### src/rtl/game_pkg.sv
// game_pkg: shared constants and types for the game datapaths.
//   SCREEN_W / SCREEN_H : visible frame size in pixels
//   SPRITE              : edge length of the square enemy/player sprites
//   COLOUR_*            : 3-bit VGA colours used by the sprite plotters
//   seq_state_e         : erase/draw sequencer states
package game_pkg;

    localparam int SCREEN_W = 160;
    localparam int SCREEN_H = 120;
    localparam int SPRITE   = 4;

    localparam logic [2:0] COLOUR_BLACK = 3'b000;
    localparam logic [2:0] COLOUR_ENEMY = 3'b100;

    typedef enum logic [1:0] {
        SEQ_IDLE  = 2'd0,
        SEQ_ERASE = 2'd1,
        SEQ_DRAW  = 2'd2
    } seq_state_e;

endpackage

### src/rtl/sprite_plotter.sv
// sprite_plotter: erase/draw pixel sequencer for one square sprite.
// A pass erases the last drawn box (if any) in black, then optionally
// draws the box at the current position, one pixel per cycle, row-major.
// Ports:
//   clk, resetn        : clock, synchronous active-low reset
//   req_full           : request an erase-then-draw pass
//   req_erase          : request an erase-only pass
//   pos_x, pos_y       : position to draw at (sampled at DRAW start)
//   plot, vga_x/y      : pixel write strobe and coordinates
//   vga_colour         : pixel colour
//   busy               : high while erasing or drawing
//   draw_start         : one-cycle strobe on the edge that enters DRAW
module sprite_plotter
    import game_pkg::*;
#(
    parameter int         SIZE        = 4,
    parameter logic [2:0] DRAW_COLOUR = COLOUR_ENEMY
) (
    input  logic       clk,
    input  logic       resetn,
    input  logic       req_full,
    input  logic       req_erase,
    input  logic [7:0] pos_x,
    input  logic [6:0] pos_y,
    output logic       plot,
    output logic [7:0] vga_x,
    output logic [6:0] vga_y,
    output logic [2:0] vga_colour,
    output logic       busy,
    output logic       draw_start
);

    localparam logic [2:0] LAST = 3'(SIZE - 1);

    seq_state_e state_q, state_d;
    logic [2:0] col_q, col_d, row_q, row_d;
    logic       pend_q, pend_d, pend_full_q, pend_full_d;
    logic       pass_full_q, pass_full_d, has_drawn_q, has_drawn_d;
    logic [7:0] last_x_q, last_x_d;
    logic [6:0] last_y_q, last_y_d;
    logic       start, start_full, enter_draw, last_px;

    always_comb begin
        state_d     = state_q;
        col_d       = col_q;
        row_d       = row_q;
        pend_d      = pend_q;
        pend_full_d = pend_full_q;
        pass_full_d = pass_full_q;
        has_drawn_d = has_drawn_q;
        last_x_d    = last_x_q;
        last_y_d    = last_y_q;
        start       = 1'b0;
        start_full  = 1'b0;
        enter_draw  = 1'b0;
        last_px     = (col_q == LAST) && (row_q == LAST);

        case (state_q)
            SEQ_IDLE: begin
                // A fresh request supersedes a pending one; either way
                // only one pass is launched from IDLE.
                if (req_full || req_erase) begin
                    start      = 1'b1;
                    start_full = req_full;
                end else if (pend_q) begin
                    start      = 1'b1;
                    start_full = pend_full_q;
                end
                pend_d = 1'b0;
            end
            default: begin
                // Requests while busy collapse into one pending pass;
                // the most recent request decides its kind.
                if (req_full || req_erase) begin
                    pend_d      = 1'b1;
                    pend_full_d = req_full;
                end
                if (last_px) begin
                    col_d = 3'd0;
                    row_d = 3'd0;
                    if (state_q == SEQ_ERASE && pass_full_q) begin
                        enter_draw = 1'b1;
                    end else begin
                        state_d = SEQ_IDLE;
                    end
                end else if (col_q == LAST) begin
                    col_d = 3'd0;
                    row_d = row_q + 3'd1;
                end else begin
                    col_d = col_q + 3'd1;
                end
            end
        endcase

        if (start) begin
            col_d       = 3'd0;
            row_d       = 3'd0;
            pass_full_d = start_full;
            // Nothing on screen means there is nothing to erase.
            if (has_drawn_q) begin
                state_d     = SEQ_ERASE;
                has_drawn_d = 1'b0;
            end else if (start_full) begin
                enter_draw = 1'b1;
            end
        end

        if (enter_draw) begin
            state_d     = SEQ_DRAW;
            last_x_d    = pos_x;
            last_y_d    = pos_y;
            has_drawn_d = 1'b1;
        end
        draw_start = enter_draw;
    end

    always_ff @(posedge clk) begin
        if (!resetn) begin
            state_q     <= SEQ_IDLE;
            col_q       <= 3'd0;
            row_q       <= 3'd0;
            pend_q      <= 1'b0;
            pend_full_q <= 1'b0;
            pass_full_q <= 1'b0;
            has_drawn_q <= 1'b0;
            last_x_q    <= 8'd0;
            last_y_q    <= 7'd0;
        end else begin
            state_q     <= state_d;
            col_q       <= col_d;
            row_q       <= row_d;
            pend_q      <= pend_d;
            pend_full_q <= pend_full_d;
            pass_full_q <= pass_full_d;
            has_drawn_q <= has_drawn_d;
            last_x_q    <= last_x_d;
            last_y_q    <= last_y_d;
        end
    end

    // Both ERASE and DRAW address the latched box: during ERASE it still
    // holds the previous draw, during DRAW it holds the new position.
    assign busy       = (state_q != SEQ_IDLE);
    assign plot       = busy;
    assign vga_x      = busy ? (last_x_q + {5'd0, col_q}) : 8'd0;
    assign vga_y      = busy ? (last_y_q + {4'd0, row_q}) : 7'd0;
    assign vga_colour = (state_q == SEQ_DRAW) ? DRAW_COLOUR : COLOUR_BLACK;

endmodule

### src/rtl/enemy_datapath.sv
// enemy_datapath: datapath partner of the enemy controller FSM.
// Owns the enemy position, the frame tick, the spawn LFSR, collision
// detection and the erase/draw plotter driving the shared VGA port.
// Ports:
//   clk, resetn                  : clock, synchronous active-low reset
//   inResetState                 : controller respawn state
//   inUpdatePositionStateE       : one-cycle move request
//   bulletX/Y, bulletActive      : bullet point and live flag
//   playerX/Y                    : player box top-left corner
//   updatePosition               : frame tick pulse (never while drawing)
//   bottomReached                : enemy box touches the bottom row
//   collidedWithBullet/Player    : registered overlap flags
//   enemyX/Y                     : enemy box top-left corner
//   plot, vgaX/Y, vgaColour      : pixel write port
//   drawBusy                     : erase/draw pass in progress
module enemy_datapath #(
    parameter int SCREEN_W    = game_pkg::SCREEN_W,
    parameter int SCREEN_H    = game_pkg::SCREEN_H,
    parameter int SPRITE      = game_pkg::SPRITE,
    parameter int TICK_CYCLES = 833333,
    parameter int STEP        = 1
) (
    input  logic       clk,
    input  logic       resetn,
    input  logic       inResetState,
    input  logic       inUpdatePositionStateE,
    input  logic [7:0] bulletX,
    input  logic [6:0] bulletY,
    input  logic       bulletActive,
    input  logic [7:0] playerX,
    input  logic [6:0] playerY,
    output logic       updatePosition,
    output logic       bottomReached,
    output logic       collidedWithBullet,
    output logic       collidedWithPlayer,
    output logic [7:0] enemyX,
    output logic [6:0] enemyY,
    output logic       plot,
    output logic [7:0] vgaX,
    output logic [6:0] vgaY,
    output logic [2:0] vgaColour,
    output logic       drawBusy
);

    localparam int              TW        = (TICK_CYCLES > 1) ? $clog2(TICK_CYCLES) : 1;
    localparam logic [TW-1:0]   TICK_LAST = TW'(TICK_CYCLES - 1);
    localparam logic [7:0]      X_SPAN    = 8'(SCREEN_W - SPRITE);
    localparam logic [7:0]      Y_MAX     = 8'(SCREEN_H - SPRITE);
    localparam logic [8:0]      SPR9      = 9'(SPRITE);

    logic [TW-1:0] tick_cnt_q, tick_cnt_d;
    logic          tick_held_q, tick_held_d;
    logic [7:0]    lfsr_q, lfsr_d;
    logic [7:0]    enemy_x_q, enemy_x_d;
    logic [6:0]    enemy_y_q, enemy_y_d;
    logic          visible_q, visible_d;
    logic          in_reset_prev_q, in_reset_prev_d;
    logic          coll_bullet_q, coll_bullet_d;
    logic          coll_player_q, coll_player_d;

    logic       tick_wrap, tick_fire, respawn_first, move, req_erase;
    logic       plot_busy, draw_start;
    logic [7:0] y_sum;
    logic [8:0] ex9, ey9, bx9, by9, px9, py9;
    logic       bullet_hit, player_hit;

    always_comb begin
        // Galois form of x^8+x^6+x^5+x^4+1, shifting right.
        lfsr_d = {1'b0, lfsr_q[7:1]} ^ (lfsr_q[0] ? 8'hB8 : 8'h00);

        // A tick that lands during a pass is held until the plotter idles,
        // so the controller never moves the enemy mid-draw.
        tick_wrap   = (tick_cnt_q == TICK_LAST);
        tick_cnt_d  = tick_wrap ? '0 : tick_cnt_q + TW'(1);
        tick_fire   = tick_wrap || tick_held_q;
        tick_held_d = tick_fire && plot_busy;

        in_reset_prev_d = inResetState;
        respawn_first   = inResetState && !in_reset_prev_q;
        move            = inUpdatePositionStateE && !inResetState;
        req_erase       = respawn_first && visible_q;

        y_sum     = {1'b0, enemy_y_q} + 8'(STEP);
        enemy_x_d = enemy_x_q;
        enemy_y_d = enemy_y_q;
        if (inResetState) begin
            enemy_y_d = 7'd0;
            enemy_x_d = (lfsr_q < X_SPAN) ? lfsr_q : (lfsr_q - X_SPAN);
        end else if (move) begin
            enemy_y_d = (y_sum > Y_MAX) ? Y_MAX[6:0] : y_sum[6:0];
        end

        visible_d = visible_q;
        if (draw_start) begin
            visible_d = 1'b1;
        end
        if (respawn_first) begin
            visible_d = 1'b0;
        end

        // 9-bit operands keep box edges near the screen limit from wrapping.
        ex9 = {1'b0, enemy_x_q};
        ey9 = {2'b0, enemy_y_q};
        bx9 = {1'b0, bulletX};
        by9 = {2'b0, bulletY};
        px9 = {1'b0, playerX};
        py9 = {2'b0, playerY};
        bullet_hit = bulletActive && (ex9 <= bx9) && (bx9 < ex9 + SPR9)
                     && (ey9 <= by9) && (by9 < ey9 + SPR9);
        player_hit = (ex9 < px9 + SPR9) && (px9 < ex9 + SPR9)
                     && (ey9 < py9 + SPR9) && (py9 < ey9 + SPR9);
        coll_bullet_d = bullet_hit && visible_q && !inResetState;
        coll_player_d = player_hit && visible_q && !inResetState;
    end

    always_ff @(posedge clk) begin
        if (!resetn) begin
            tick_cnt_q      <= '0;
            tick_held_q     <= 1'b0;
            lfsr_q          <= 8'hA5;
            enemy_x_q       <= 8'd0;
            enemy_y_q       <= 7'd0;
            visible_q       <= 1'b0;
            in_reset_prev_q <= 1'b0;
            coll_bullet_q   <= 1'b0;
            coll_player_q   <= 1'b0;
        end else begin
            tick_cnt_q      <= tick_cnt_d;
            tick_held_q     <= tick_held_d;
            lfsr_q          <= lfsr_d;
            enemy_x_q       <= enemy_x_d;
            enemy_y_q       <= enemy_y_d;
            visible_q       <= visible_d;
            in_reset_prev_q <= in_reset_prev_d;
            coll_bullet_q   <= coll_bullet_d;
            coll_player_q   <= coll_player_d;
        end
    end

    // The plotter samples the next-state position so a draw that starts on
    // the same edge as a move already uses the moved box.
    sprite_plotter #(
        .SIZE        (SPRITE),
        .DRAW_COLOUR (game_pkg::COLOUR_ENEMY)
    ) u_plotter (
        .clk        (clk),
        .resetn     (resetn),
        .req_full   (move),
        .req_erase  (req_erase),
        .pos_x      (enemy_x_d),
        .pos_y      (enemy_y_d),
        .plot       (plot),
        .vga_x      (vgaX),
        .vga_y      (vgaY),
        .vga_colour (vgaColour),
        .busy       (plot_busy),
        .draw_start (draw_start)
    );

    assign updatePosition     = tick_fire && !plot_busy;
    assign drawBusy           = plot_busy;
    assign bottomReached      = ({1'b0, enemy_y_q} + 8'(SPRITE)) >= 8'(SCREEN_H);
    assign collidedWithBullet = coll_bullet_q;
    assign collidedWithPlayer = coll_player_q;
    assign enemyX             = enemy_x_q;
    assign enemyY             = enemy_y_q;

endmodule
### config.mk
export PLATFORM = sky130hd
export DESIGN_NAME = enemy_datapath
export DESIGN_NICKNAME = d
export VERILOG_FILES = /design/src/rtl/game_pkg.sv /design/src/rtl/sprite_plotter.sv /design/src/rtl/enemy_datapath.sv
export SDC_FILE = /design/constraint.sdc
export NUM_CORES = 1
export LEC_CHECK = 0
export CORE_MARGIN = 2
export CORE_UTILIZATION = 56
export CTS_BUF_LIST = sky130_fd_sc_hd__clkbuf_4 sky130_fd_sc_hd__clkbuf_8 sky130_fd_sc_hd__clkbuf_16
export CTS_CLUSTER_DIAMETER = 80
export DETAILED_ROUTE_END_ITERATION = 10
export PLACE_DENSITY_LB_ADDON = 0.25
export SKIP_CTS_REPAIR_TIMING = 1
export SLEW_MARGIN = 30
export SYNTH_ARGS = -nofsm -noshare
export SYNTH_HDL_FRONTEND = slang
export SYNTH_SLANG_ARGS = --single-unit
### constraint.sdc
create_clock -name clk -period 2.85 [get_ports clk]
set_clock_uncertainty 0.15 [all_clocks]
set_input_delay 0.57 -clock clk [delete_from_list [all_inputs] [get_ports clk]]
set_output_delay 0.57 -clock clk [all_outputs]
set_load 0.005 [all_outputs]
==> flow_metrics.py, run 1 <==
metrics = {
    "die": {
        "die-area_mm2": 0.0101,
        "die_y_um": 100,
        "die_w_um": 100,
        "initial_core_util_pct": 57.1,
        "io_pins": 74,
        "core_area_mm2": 0.00911,
        "row_count": 35,
    },
    "worst_setup_path": {
        "cp_cell_sequence": "ha_2 > fa_2 > and2_1 > clkdlybuf4s50_1",
        "crit_type": "reg -> out",
        "reg2reg_slack_ns": 0.49,
        "cp-startpoint": "u_plotter.row_q[0]",
        "start_kind": "flop",
        "r2r_end": "collidedWithBullet",
        "cp.arrival_ns": 2.03,
        "r2r-start": "enemyY[3]",
        "critical_path_buf_inv_count": 1,
        "critPathMaxStageDelay_ns": 0.55,
        "crit_path_max_fanout": 4,
        "critPathRequiredTime_ns": 2.13,
        "path_delay_family": "adder cells",
        "crit_path_top_delay_cell": "fa_2",
        "reg2reg_depth": 10,
        "cp-end-kind": "primary output",
    },
    "synth": {
        "ys.flop_type": "dfxtp_1",
        "synth_common_cells": "dfxtp_1 (75), nor2_1 (70), ha_1 (69)",
        "syn-instance-count": 628,
        "synth-edff-count": 0,
        "synth_top_area_share_pct": 28.9,
        "syn_area_per_cell_um2": 8.28,
        "ys_types": 64,
        "synth-async-reset-ratio_pct": 0,
        "ys_top_cells_by_area": "dfxtp_1 (29%), ha_1 (17%), xor2_1 (5.2%)",
        "synth_area_mm2": 0.00520,
        "synth_most_common_cell": "dfxtp_1",
        "ys_ff_latch": 75,
        "yosys_warnings": 0,
        "ys_seq_area_share_pct": 28.9,
        "yosysTopAreaCell": "dfxtp_1",
    },
    "cts": {
        "htree_levels": 3,
        "cts_buffer_depth": 2,
        "cts_tree": "done",
        "clk_latency_ns": 0.35,
        "cts.reportedPaths.clkPinSlew_ns": 0.08,
        "cts_sinks": 75,
        "cts-buffers-inserted": 9,
        "cts-root-buf": "clkbuf_8",
    },
    "grt": {
        "antenna_found_initial": 0,
        "grt_remaining_overflow": 0,
        "grt_usage_pct": 23.8,
        "first_global_vias": 4350,
        "grt_busiest_layer": "met2",
        "use_met3_pct": 5.08,
        "grt_use_met1_pct": 28.9,
        "grt_pass1_wl_um": 19400,
        "met2_usage_pct": 43.0,
        "grt_max_degree": 44,
    },
    "sta": {
        "slew_viol_final": 0,
        "fin_crit_ns": 2.75,
        "fin_crit_sh_pct": 96.5,
        "finalHoldViolCount": 0,
        "setup_viol": 0,
        "fin_setup_tns_ns": 0,
        "fmax_mhz": 364,
        "rsz0062_at_grt": "no",
    },
    "placed_design": {
        "post_dp_cell_area_mm2": 0.00605,
        "gp_congestion": 0.883,
        "place_hpwl_um": 8950,
        "port_buffers": 71,
        "dp.cells": 805,
    },
    "detailed_routing": {
        "vias": 4581,
        "post_drt_wl_per_cell_um": 14.4,
        "totalWireLength_um": 11800,
        "first_pass_iters": 5,
        "ant_nets": 0,
        "drt_iter0_markers": 188,
        "viasPerCell": 5.57,
        "drc": 0,
    },
    "final_layout": {
        "nNetsFinal": 813,
        "fillers": 738,
        "fin_area_mm2": 0.00637,
        "drive_gt1_share_pct": 10.5,
        "fin_cells": 823,
        "fin_util_pct": 69.9,
        "area_growth_syn_to_layout_pct": 22.5,
        "diodes": 0,
    },
    "min_path": {
        "hp-class": "reg -> reg",
        "holdPathEnd": "lfsr_q[0]",
        "holdCritStartpoint": "lfsr_q[1]",
        "whs_path_depth": 1,
    },
    "job": {
        "max_cap_violations": 0,
    },
    "outcome": {
        "status": "completed",
    },
    "power_and_ir_drop": {
        "power_leakage_nw": 2.83,
        "powerDensity_mw_per_mm2": 371,
        "ir_drop_v": 0.000334,
        "p_total_mw": 2.37,
    },
}
## logic make-up (layout without fill, tap and decap cells)
group | after synthesis | after routing | synth area share (%)
other | 1 | 2 | 0.0721
and+or+nand+nor | 250 | 250 | 23.4
adders and majority gates | 74 | 74 | 18.0
DFF | 75 | 75 | 28.9
xor gates and xnor gates | 48 | 48 | 8.09
AOI/OAI and AO/OA | 117 | 117 | 15.6
muxes | 5 | 5 | 0.963
buffers and inverters | 58 | 141 | 5.05
## sequential cells by signal (all words and copies together), names as in the netlist, 2 cells and up
signal	cells
enemyX	8
enemyY	7
lfsr_q	8
tick_cnt_q	20
u_plotter.col_q	3
u_plotter.last_x_q	8
u_plotter.last_y_q	7
u_plotter.row_q	3
u_plotter.state_q	2
## final cells by class
cell class	count	area, µm²	share of cell area, %
inverter	35	131	2.06
multi-input combinational	496	3510	55.1
timing repair buffer	90	878	13.8
sequential	75	1510	23.7
clock buffer	10	131	2.06
tap	111	139	2.18
clock inverter	6	66.3	1.04
## metal layers
layer	vias up	wire length [µm]
li1	2328	-
met1	2123	5160
met2	114	5980
met3	16	535
met4	0	141
met5	-	0
## worst max-delay path by stage
stage / end / slack [ns] / cells after the start
after detailed placement: collidedWithPlayer / -0.06 / 10
after global routing: vgaY[3] / 0.004 / 6
after floorplan: collidedWithPlayer / 0.54 / 8
after global placement: collidedWithPlayer / 0.005 / 9
final: vgaY[1] / 0.10 / 4
after CTS: vgaX[6] / -0.25 / 8
## cell usage in the layout, fill, tap and decap left out, drive strengths merged, types with 16 or more instances in the layout
cell / instances
xor2: 31
inv: 35
nor2b: 16
ha: 69
nand2: 57
o21ai: 20
xnor2: 17
buf: 19
dfxtp: 75
and2: 16
a21oi: 32
nand3: 44
nor2: 71
clkdlybuf4s50: 61
## through the flow
| stage | worst slack (ns) | hold slack, ns |
|---|---|---|
| global placement | 0.00487 | 0.277 |
| finish | 0.100 | 0.295 |
| floorplan | 0.543 | 0.261 |
| detailed placement | -0.0594 | 0.278 |
| CTS | -0.249 | 0.300 |
| global route | 0.00391 | 0.329 |
## report_power, final
| part | switching, mW | internal [mW] |
|---|---|---|
| combinational | 0.206 | 0.210 |
| sequential | 0.0519 | 1.08 |
| clock | 0.399 | 0.416 |
| total | 0.657 | 1.71 |
Note: power is estimated with default switching activity, not from simulation.
==> run 2: changes to the inputs <==
--- a/config.mk
+++ b/config.mk
@@ -11,8 +11,6 @@
 export CTS_CLUSTER_DIAMETER = 80
 export DETAILED_ROUTE_END_ITERATION = 10
 export PLACE_DENSITY_LB_ADDON = 0.25
-export SKIP_CTS_REPAIR_TIMING = 1
-export SLEW_MARGIN = 30
 export SYNTH_ARGS = -nofsm -noshare
 export SYNTH_HDL_FRONTEND = slang
 export SYNTH_SLANG_ARGS = --single-unit
==> run 2 against run 1 <==
- routed wire length increased by 1.6%
- first-iteration DRC count increased by 22%
- highest routed layer unchanged
- critical path type unchanged
- sequential power about the same
- total power about the same
==> flow_metrics.py, run 2 (synthesis results as in run 1) <==
metrics = {
    "cts": {
        "cts-buffers-inserted": 9,
        "cts_sinks": 75,
        "cts_buffer_depth": 2,
        "hold_buffers": 0,
        "cts-root-buf": "clkbuf_8",
        "cts_tree": "done",
        "cts.reportedPaths.clkPinSlew_ns": 0.08,
        "clk_latency_ns": 0.35,
        "htree_levels": 3,
    },
    "worst_setup_path": {
        "crit_path_top_delay_cell": "dfxtp_4",
        "critPathMaxStageDelay_ns": 0.36,
        "start_kind": "flop",
        "crit_path_max_fanout": 2,
        "cp.arrival_ns": 2.02,
        "cp_cell_sequence": "ha_4 > fa_2 > a21oi_2 > nor2b_2 > nand3_1 > xor2_1 > nor2_1 > dlygate4sd2_1",
        "critPathRequiredTime_ns": 2.13,
        "crit_type": "reg -> out",
        "cp-end-kind": "primary output",
        "reg2reg_depth": 10,
    },
    "final_layout": {
        "max_flop_register": "tick_cnt_q",
        "drive_gt1_share_pct": 11.5,
        "nNetsFinal": 820,
        "fin_util_pct": 70.4,
        "largest_reg_flops": 20,
        "fin_cells": 830,
        "fillers": 736,
        "diodes": 0,
        "final_cell_mix": "nor2_1 (69), dfxtp_1 (67), ha_1 (66)",
        "final_common_cell": "nor2_1",
        "area_growth_syn_to_layout_pct": 23.3,
        "fin_area_mm2": 0.00641,
    },
    "sta": {
        "slew_viol_final": 0,
        "fmax_mhz": 364,
        "setup_viol": 0,
        "fin_crit_ns": 2.74,
        "fin_crit_sh_pct": 96.3,
        "finalHoldViolCount": 0,
    },
    "power_and_ir_drop": {
        "power_leakage_nw": 2.75,
        "p_total_mw": 2.36,
        "ir_drop_v": 0.000334,
        "powerDensity_mw_per_mm2": 369,
    },
    "die": {
        "die-area_mm2": 0.0101,
        "core_area_mm2": 0.00911,
        "die_w_um": 100,
        "row_count": 35,
        "die_y_um": 100,
        "initial_core_util_pct": 57.1,
        "io_pins": 74,
    },
    "outcome": {
        "status": "completed",
    },
    "placed_design": {
        "dp.cells": 805,
        "gp_congestion": 0.883,
        "port_buffers": 71,
        "post_dp_cell_area_mm2": 0.00605,
        "place_hpwl_um": 8950,
    },
    "min_path": {
        "hp-class": "reg -> reg",
        "whs_path_depth": 1,
    },
    "grt": {
        "grt_pass1_wl_um": 19800,
        "grt_usage_pct": 24.2,
        "grt_max_degree": 44,
        "antenna_found_initial": 0,
        "first_global_vias": 4428,
        "grt_remaining_overflow": 0,
    },
    "detailed_routing": {
        "drt_iter0_markers": 230,
        "ant_nets": 0,
        "vias": 4613,
        "drc": 0,
        "post_drt_wl_per_cell_um": 14.5,
        "totalWireLength_um": 12000,
        "viasPerCell": 5.56,
        "first_pass_iters": 5,
    },
    "job": {
        "max_cap_violations": 0,
    },
}
## run 2: cell count changes in the layout (fill, tap and decap cells not counted)
cell | previous run | this run
nor2b_4 | 0 | 1
clkdlybuf4s50_1 | 61 | 59
ha_2 | 2 | 1
dfxtp_1 | 68 | 67
clkdlybuf4s15_1 | 0 | 1
nor2b_2 | 4 | 3
dlymetal6s2s_1 | 10 | 1
dlygate4sd2_1 | 0 | 10
ha_4 | 1 | 2
dfxtp_2 | 6 | 5
dfxtp_4 | 1 | 3
buf_4 | 19 | 26
## run 2: area by class of cell
cell class | count | area [µm²] | area share (%)
multi-input cells | 496 | 3530 | 55.0
clock inverters | 6 | 66.3 | 1.03
flip-flops and latches | 75 | 1520 | 23.7
well taps | 111 | 139 | 2.17
repair buffers | 97 | 896 | 14.0
clock buffers | 10 | 131 | 2.05
inverters | 35 | 131 | 2.05
## run 2: layer usage
layer	share of wire [%]	up-vias	global-route usage, %
li1	-	2343	-
met3	4.1	17	5.22
met1	44	2139	29.2
met5	0	-	0
met2	51	114	43.5
met4	1.3	0	6.01
## run 2: critical path: cells and delay by family (launching register included)
kind	cells	cell delay (ns)
AO/OA/AOI/OAI	1	0.20
flip-flops	1	0.36
adder cells (fa/ha/maj)	2	0.51
XOR/XNOR	1	0.14
buffers and inverters	1	0.26
AND/OR/NAND/NOR	3	0.21
## run 2: per-stage QoR
step | TNS (ns) | setup slack, ns | hold slack, ns
final | 0 | 0.105 | 0.298
after floorplan | 0 | 0.543 | 0.261
after CTS | 0 | 0.0220 | 0.300
after detailed placement | -0.0594 | -0.0594 | 0.278
after global placement | 0 | 0.00487 | 0.277
after global routing | -0.0795 | -0.0598 | 0.329
## run 2: worst paths after layout
kind                                           end  slack (ns)          startpoint
worst max-delay path                       vgaY[6]        0.11  u_plotter.row_q[0]
worst min-delay path                     lfsr_q[0]        0.30           lfsr_q[1]
worst max register to register  collidedWithBullet        0.49           enemyY[3]
worst min register to register           lfsr_q[0]        0.30           lfsr_q[1]
## run 2: where the power goes
| group | switching (mW) | leakage, nW | internal (mW) |
|---|---|---|---|
| clock | 0.398 | 0.104 | 0.416 |
| sequential | 0.0521 | 0.615 | 1.08 |
| combinational | 0.207 | 2.03 | 0.210 |
## run 2: what timing repair did
item | in CTS | in global routing
pin swaps | 6 | 10
endpoints found under the setup margin | 10 | 6
buffers inserted | 5 | 4
gates resized for setup | 35 | 8
